## config.mk

```make
export PLATFORM = sky130hd
export DESIGN_NAME = adc_seq_ctrl
export DESIGN_NICKNAME = d
export VERILOG_FILES = /design/src/rtl/adc_pkg.sv /design/src/rtl/adc_shift_pair.sv /design/src/rtl/adc_seq_ctrl.sv
export SDC_FILE = /design/constraint.sdc
export NUM_CORES = 1
export LEC_CHECK = 0
export CORE_MARGIN = 4
export CORE_UTILIZATION = 60
export DETAILED_ROUTE_END_ITERATION = 8
export PLACE_DENSITY = 0.86
export SLEW_MARGIN = 30
export SYNTH_ARGS = -nofsm -noshare
export SYNTH_HDL_FRONTEND = slang
export SYNTH_SLANG_ARGS = --single-unit
```

## constraint.sdc

```tcl
create_clock -name clk -period 6.77 [get_ports clk]
set_input_delay 1.0155 -clock clk [delete_from_list [all_inputs] [get_ports clk]]
set_output_delay 1.0155 -clock clk [all_outputs]
set_load 0.01 [all_outputs]
```

## src/rtl/adc_pkg.sv

```systemverilog
// Shared types and frame geometry for the dual serial ADC sequencer.
package adc_pkg;
  localparam int FRAME_BITS = 16;
  localparam int LEAD_ZEROS = 4;
  localparam int DATA_W     = 12;

  typedef enum logic [1:0] {
    IDLE     = 2'b00,
    CS_SETUP = 2'b01,
    SHIFT    = 2'b10,
    QUIET    = 2'b11
  } adc_state_t;
endpackage

```

## src/rtl/adc_shift_pair.sv

```systemverilog
// Two lock-stepped shift registers (A, B) with a parallel capture into the sample registers.
module adc_shift_pair
  import adc_pkg::*;
(
  input  logic                   clk,
  input  logic                   rst_n,
  input  logic                   shift_en,
  input  logic                   capture,
  input  logic [1:0]             sdata,
  output logic [1:0][DATA_W-1:0] sample
);
  logic [1:0][DATA_W-2:0] sreg;

  always_ff @(posedge clk or negedge rst_n) begin
    if (!rst_n) begin
      sreg   <= '0;
      sample <= '0;
    end else begin
      for (int c = 0; c < 2; c++) begin
        if (shift_en) sreg[c] <= {sreg[c][DATA_W-3:0], sdata[c]};
        // last bit goes straight into the sample, never through sreg
        if (capture) sample[c] <= {sreg[c], sdata[c]};
      end
    end
  end
endmodule

```

## src/rtl/adc_seq_ctrl.sv

```systemverilog
// Frame sequencer for two 12-bit serial ADCs sharing cs_n/sclk; delivers sample pairs via valid/ready.
module adc_seq_ctrl
  import adc_pkg::*;
#(
  parameter int CLK_DIV      = 2,
  parameter int QUIET_CYCLES = 4
) (
  input  logic              clk,
  input  logic              rst_n,
  input  logic              enable,
  input  logic [15:0]       rate_div,
  input  logic              clr_flags,
  output logic              adc_cs_n,
  output logic              adc_sclk,
  input  logic              adc_sdata_a,
  input  logic              adc_sdata_b,
  output logic [DATA_W-1:0] sample_a,
  output logic [DATA_W-1:0] sample_b,
  output logic              sample_valid,
  input  logic              sample_ready,
  output logic              busy,
  output logic              overrun,
  output logic              missed
);
  localparam int DCW = (CLK_DIV > 1) ? $clog2(CLK_DIV) : 1;
  localparam int BCW = $clog2(FRAME_BITS);
  localparam int QCW = (QUIET_CYCLES > 1) ? $clog2(QUIET_CYCLES) : 1;
  localparam logic [DCW-1:0] DIV_LAST = DCW'(CLK_DIV - 1);
  localparam logic [BCW-1:0] BIT_LAST = BCW'(FRAME_BITS - 1);
  localparam logic [BCW-1:0] BIT_KEEP = BCW'(LEAD_ZEROS);
  localparam logic [QCW-1:0] Q_LAST   = QCW'(QUIET_CYCLES - 1);

  adc_state_t           state;
  logic [DCW-1:0]       div_cnt;
  logic [BCW-1:0]       bit_cnt;
  logic [QCW-1:0]       qcnt;
  logic [15:0]          tcnt, period_q, period_eff;
  logic                 tick, rise, shift_en, capture;
  logic [1:0][DATA_W-1:0] smp;

  // rate_div is sampled on the first cycle of each period, so edits apply from the next wrap
  always_comb begin
    period_eff = (tcnt == '0) ? rate_div : period_q;
    tick       = enable && (tcnt == period_eff);
    rise       = (state == SHIFT) && (div_cnt == DIV_LAST) && !adc_sclk;
    shift_en   = rise && (bit_cnt >= BIT_KEEP) && (bit_cnt != BIT_LAST);
    capture    = rise && (bit_cnt == BIT_LAST);
  end

  always_ff @(posedge clk or negedge rst_n) begin
    if (!rst_n) begin
      tcnt     <= '0;
      period_q <= '0;
    end else begin
      period_q <= period_eff;
      tcnt     <= (!enable || tick) ? '0 : tcnt + 16'd1;
    end
  end

  always_ff @(posedge clk or negedge rst_n) begin
    if (!rst_n) begin
      state    <= IDLE;
      div_cnt  <= '0;
      bit_cnt  <= '0;
      qcnt     <= '0;
      adc_cs_n <= 1'b1;
      adc_sclk <= 1'b1;
    end else begin
      case (state)
        IDLE: if (tick) begin
          state    <= CS_SETUP;
          adc_cs_n <= 1'b0;
          div_cnt  <= '0;
        end
        CS_SETUP: if (div_cnt == DIV_LAST) begin
          state   <= SHIFT;
          div_cnt <= '0;
          bit_cnt <= '0;
        end else div_cnt <= div_cnt + 1'b1;
        SHIFT: if (div_cnt == DIV_LAST) begin
          div_cnt  <= '0;
          adc_sclk <= ~adc_sclk;
          if (!adc_sclk) begin
            bit_cnt <= bit_cnt + 1'b1;
            if (bit_cnt == BIT_LAST) begin
              adc_cs_n <= 1'b1;
              state    <= QUIET;
              qcnt     <= '0;
            end
          end
        end else div_cnt <= div_cnt + 1'b1;
        QUIET: if (qcnt == Q_LAST) state <= IDLE;
               else qcnt <= qcnt + 1'b1;
        default: state <= IDLE;
      endcase
    end
  end

  // set beats clear on the sticky flags
  always_ff @(posedge clk or negedge rst_n) begin
    if (!rst_n) begin
      sample_valid <= 1'b0;
      overrun      <= 1'b0;
      missed       <= 1'b0;
    end else begin
      sample_valid <= capture | (sample_valid & ~sample_ready);
      overrun      <= (capture & sample_valid & ~sample_ready) | (overrun & ~clr_flags);
      missed       <= (tick & (state != IDLE)) | (missed & ~clr_flags);
    end
  end

  adc_shift_pair u_shift (
    .clk      (clk),
    .rst_n    (rst_n),
    .shift_en (shift_en),
    .capture  (capture),
    .sdata    ({adc_sdata_b, adc_sdata_a}),
    .sample   (smp)
  );

  assign sample_a = smp[0];
  assign sample_b = smp[1];
  assign busy     = (state != IDLE);
endmodule

```

==> run metrics <==
status complete, no violations; CTS tree built; PostCTS Resize Cnt 0; R2R Path End tcnt[15]; GRT Overall Usage 21.2%; Sw Share 32.4%; Setup TNS Final 0 ns; hold_buf cts 0; total gr overflow 0; # setup viols final 0; Post-Route Utilization 71.2%; Peak VDD IR 0.175 mV; crit-path max cell delay 0.81 ns; CTS sink count 92; sequential power share 50.2%; hpwl dp 6.09 mm; Syn Inst Count 367; Pint 0.863 mW; Hold Crit Class reg2reg; FP Rows 31; Starting Density 61.3%; clock skew 0.0116 ns; Cells after DPL 501; DIE AREA 0.00881 mm2; Post-CTS Setup Inserts 0; CTS Buffer Depth 2; H-tree levels 3; Area Overhead vs Synth 16.1%; synthesized cell area 0.00443 mm2; Net count, final 444; DR pass1 iterations 4; Multi-input gate area 0.00193 mm2; initial DRC count 160; num ports 53; sw power 0.414 mW; vias per cell 5.65; pwr dens 249 mW/mm2; Vert. Die Dim 93.9 um; PortBufs 52; vias in the first global route 2962; Clk Latency, worst-skew pair 0.36 ns; Die Wd 93.9 um; routed len/inst 16.5 um; GPL Wtd Cong 0.865; largest net degree at the start of global routing 61; Reg2Reg Depth 8; Mapped Avg Cell Area 12.1 um2; hold path start adc_sclk; MaxCap Viol Count 0; critical path's slowest cell a2111oi_1; asr flop ratio synth 100%; Core Area 0.00721 mm2; Slew @ Worst Pin 0.717 ns; RSZ-0062 raised after global routing no; DRC 0; WP buf/inv 1; Synth cell types 53; Register Area 0.00230 mm2; arrival time at the worst endpoint 3.68 ns; Comb power frac 23.0%; Final period util 51.0%; Fill cells 507; slew margin rel. 52.2%; clock share of power 26.8%; Yosys reg bits 92; worst reg-to-reg setup slack 3.32 ns; Post-Layout Cell Count 517; crit path time final 3.45 ns; antenna violations before repair 0; WHS 0.506 ns; first-pass GRT wire length 14.6 mm; Hold Path Sink adc_sclk; total CTS buffers 9; layout cell share with drive strength beyond 1 20.6%; syn nets 398; P_leak 2.35 nW; pins over their slew limit 0; Vias 2923; Post-synth EDFFs 0; final hold violation count 0; Worst EP required 7.00 ns; Critical R2R Launch tcnt[1]; FMAX 290 MHz; Worst Hold Depth 2; Ant. Diodes 0; CP startpoint kind flop; Clock Tree Root clkbuf_8; final WL 8.54 mm; clock-pin slew of the registers on the worst-case setup and hold paths 0.10 ns; Worst path top cell family by delay compound AO/OA/AOI/OAI gates; Synth warnings 0; Post-DRT Antenna Nets 0; crit path cell chain inv_1 -> ha_1 -> nor3b_1 -> nand4_2 -> a2111oi_1 -> o22ai_2 -> o21ai_2 -> nor2_1; Crit Path Max Fanout 22; CP Capture Type flop; Synth Flop Type dfrtp_1; sequential fraction of the synthesis area 52.1%; power consumption 1.28 mW; crit path kind reg2reg
==> per-layer routing <==
layer / wire length (um) / share of wire (%) / track usage, % / vias to the layer above
li1: - / - / - / 1367
met1: 3720 / 44 / 28.8 / 1475
met2: 4220 / 49 / 33.4 / 72
met3: 495 / 5.8 / 5.69 / 9
met4: 99 / 1.2 / 6.98 / 0
met5: 0 / 0 / 0 / -
==> sequential cells by signal (all words and copies together), names as in the netlist <==
register        cells
u_shift.sample     24
u_shift.sreg       22
period_q           16
tcnt               16
bit_cnt             4
qcnt                2
state               2
adc_cs_n            1
adc_sclk            1
div_cnt             1
missed              1
overrun             1
sample_valid        1
==> metrics by stage <==
stage               instance area, um2  worst slack, ns
global route                      5140             2.95
global placement                  4950             3.50
floorplan                         4430             4.13
detailed placement                4950             3.39
CTS                               5140             3.36
finish                            5140             3.32
==> kinds of logic (layout without fill, tap and decap cells) <==
group,count (synthesis),in the layout,synth area share (%)
mux,62,62,15.7
compound gates,40,40,6.87
xor+xnor,36,36,7.12
flops,92,92,52.1
fa+ha+maj,8,8,2.26
simple gates,94,94,11.5
buf+inv,35,86,4.44
==> cells in the final DEF (no fill, tap or decap), types with 2 or more instances in the layout <==
| master | count |
|---|---|
| nand2_1 | 22 |
| clkbuf_8 | 9 |
| buf_4 | 3 |
| clkdlybuf4s50_1 | 51 |
| nand4_2 | 2 |
| nand3_1 | 7 |
| xor2_1 | 21 |
| nor4_4 | 3 |
| nand4_1 | 4 |
| nor2b_1 | 2 |
| dfrtp_1 | 90 |
| mux2i_1 | 2 |
| clkinv_4 | 2 |
| nor3_1 | 4 |
| a31oi_1 | 3 |
| nor4_1 | 3 |
| a21oi_1 | 3 |
| ha_1 | 8 |
| nand2b_1 | 6 |
| a22o_1 | 4 |
| nor2_1 | 30 |
| o221ai_1 | 3 |
| o21ai_0 | 10 |
| mux2_1 | 10 |
| mux2_2 | 50 |
| o22ai_1 | 2 |
| xnor2_1 | 15 |
| inv_1 | 16 |
| clkinvlp_4 | 3 |
| dfstp_2 | 2 |
==> worst register-to-register path: stages (launching register included) <==
cell and delay [ns]:
dfrtp_1 0.46, inv_1 0.13, ha_1 0.15, nor3b_1 0.24
nand4_2 0.59, a2111oi_1 0.81, o22ai_2 0.25, o21ai_2 0.55
nor2_1 0.13
==> area by class of cell <==
class / instances / area share, %
clock buffers: 9 / 2.41
well taps: 99 / 2.41
flip-flops and latches: 92 / 44.9
repair buffers: 54 / 10.4
clock inverters: 7 / 1.17
inverters: 16 / 1.17
multi-input cells: 240 / 37.6
==> worst max path at each step <==
stage / to / startpoint / cells past startpoint
after floorplan: div_cnt / rate_div[8] / 6
after global placement: tcnt[15] / rate_div[10] / 7
after detailed placement: tcnt[15] / tcnt[1] / 8
after CTS: tcnt[15] / tcnt[1] / 8
after global routing: tcnt[3] / tcnt[1] / 8
final: tcnt[15] / tcnt[1] / 8
==> power groups by stage <==
stage / clock [mW] / combinational, mW / sequential, mW
floorplan: 0 / 0.207 / 0.639
global placement: 0 / 0.274 / 0.646
detailed placement: 0 / 0.291 / 0.651
CTS: 0.352 / 0.293 / 0.639
global route: 0.374 / 0.328 / 0.648
finish: 0.342 / 0.294 / 0.641
==> cells in the mapped netlist, types with 5 or more instances <==
cell       n  area [um2]
buf_6      6        67.6
mux2_1    10         113
xnor2_1   15         131
xor2_1    21         184
buf_4      5        37.5
inv_1     16        60.1
mux2_2    50         563
nor2_1    30         113
o21ai_0   10        50.1
ha_1       8         100
nand2b_1   6        37.5
clkbuf_1   7        26.3
nor3_1     5        25.0
nand3_1    7        35.0
dfrtp_1   90        2250
nand2_1   23        86.3
No activity file was read; power rests on OpenSTA's default activity.
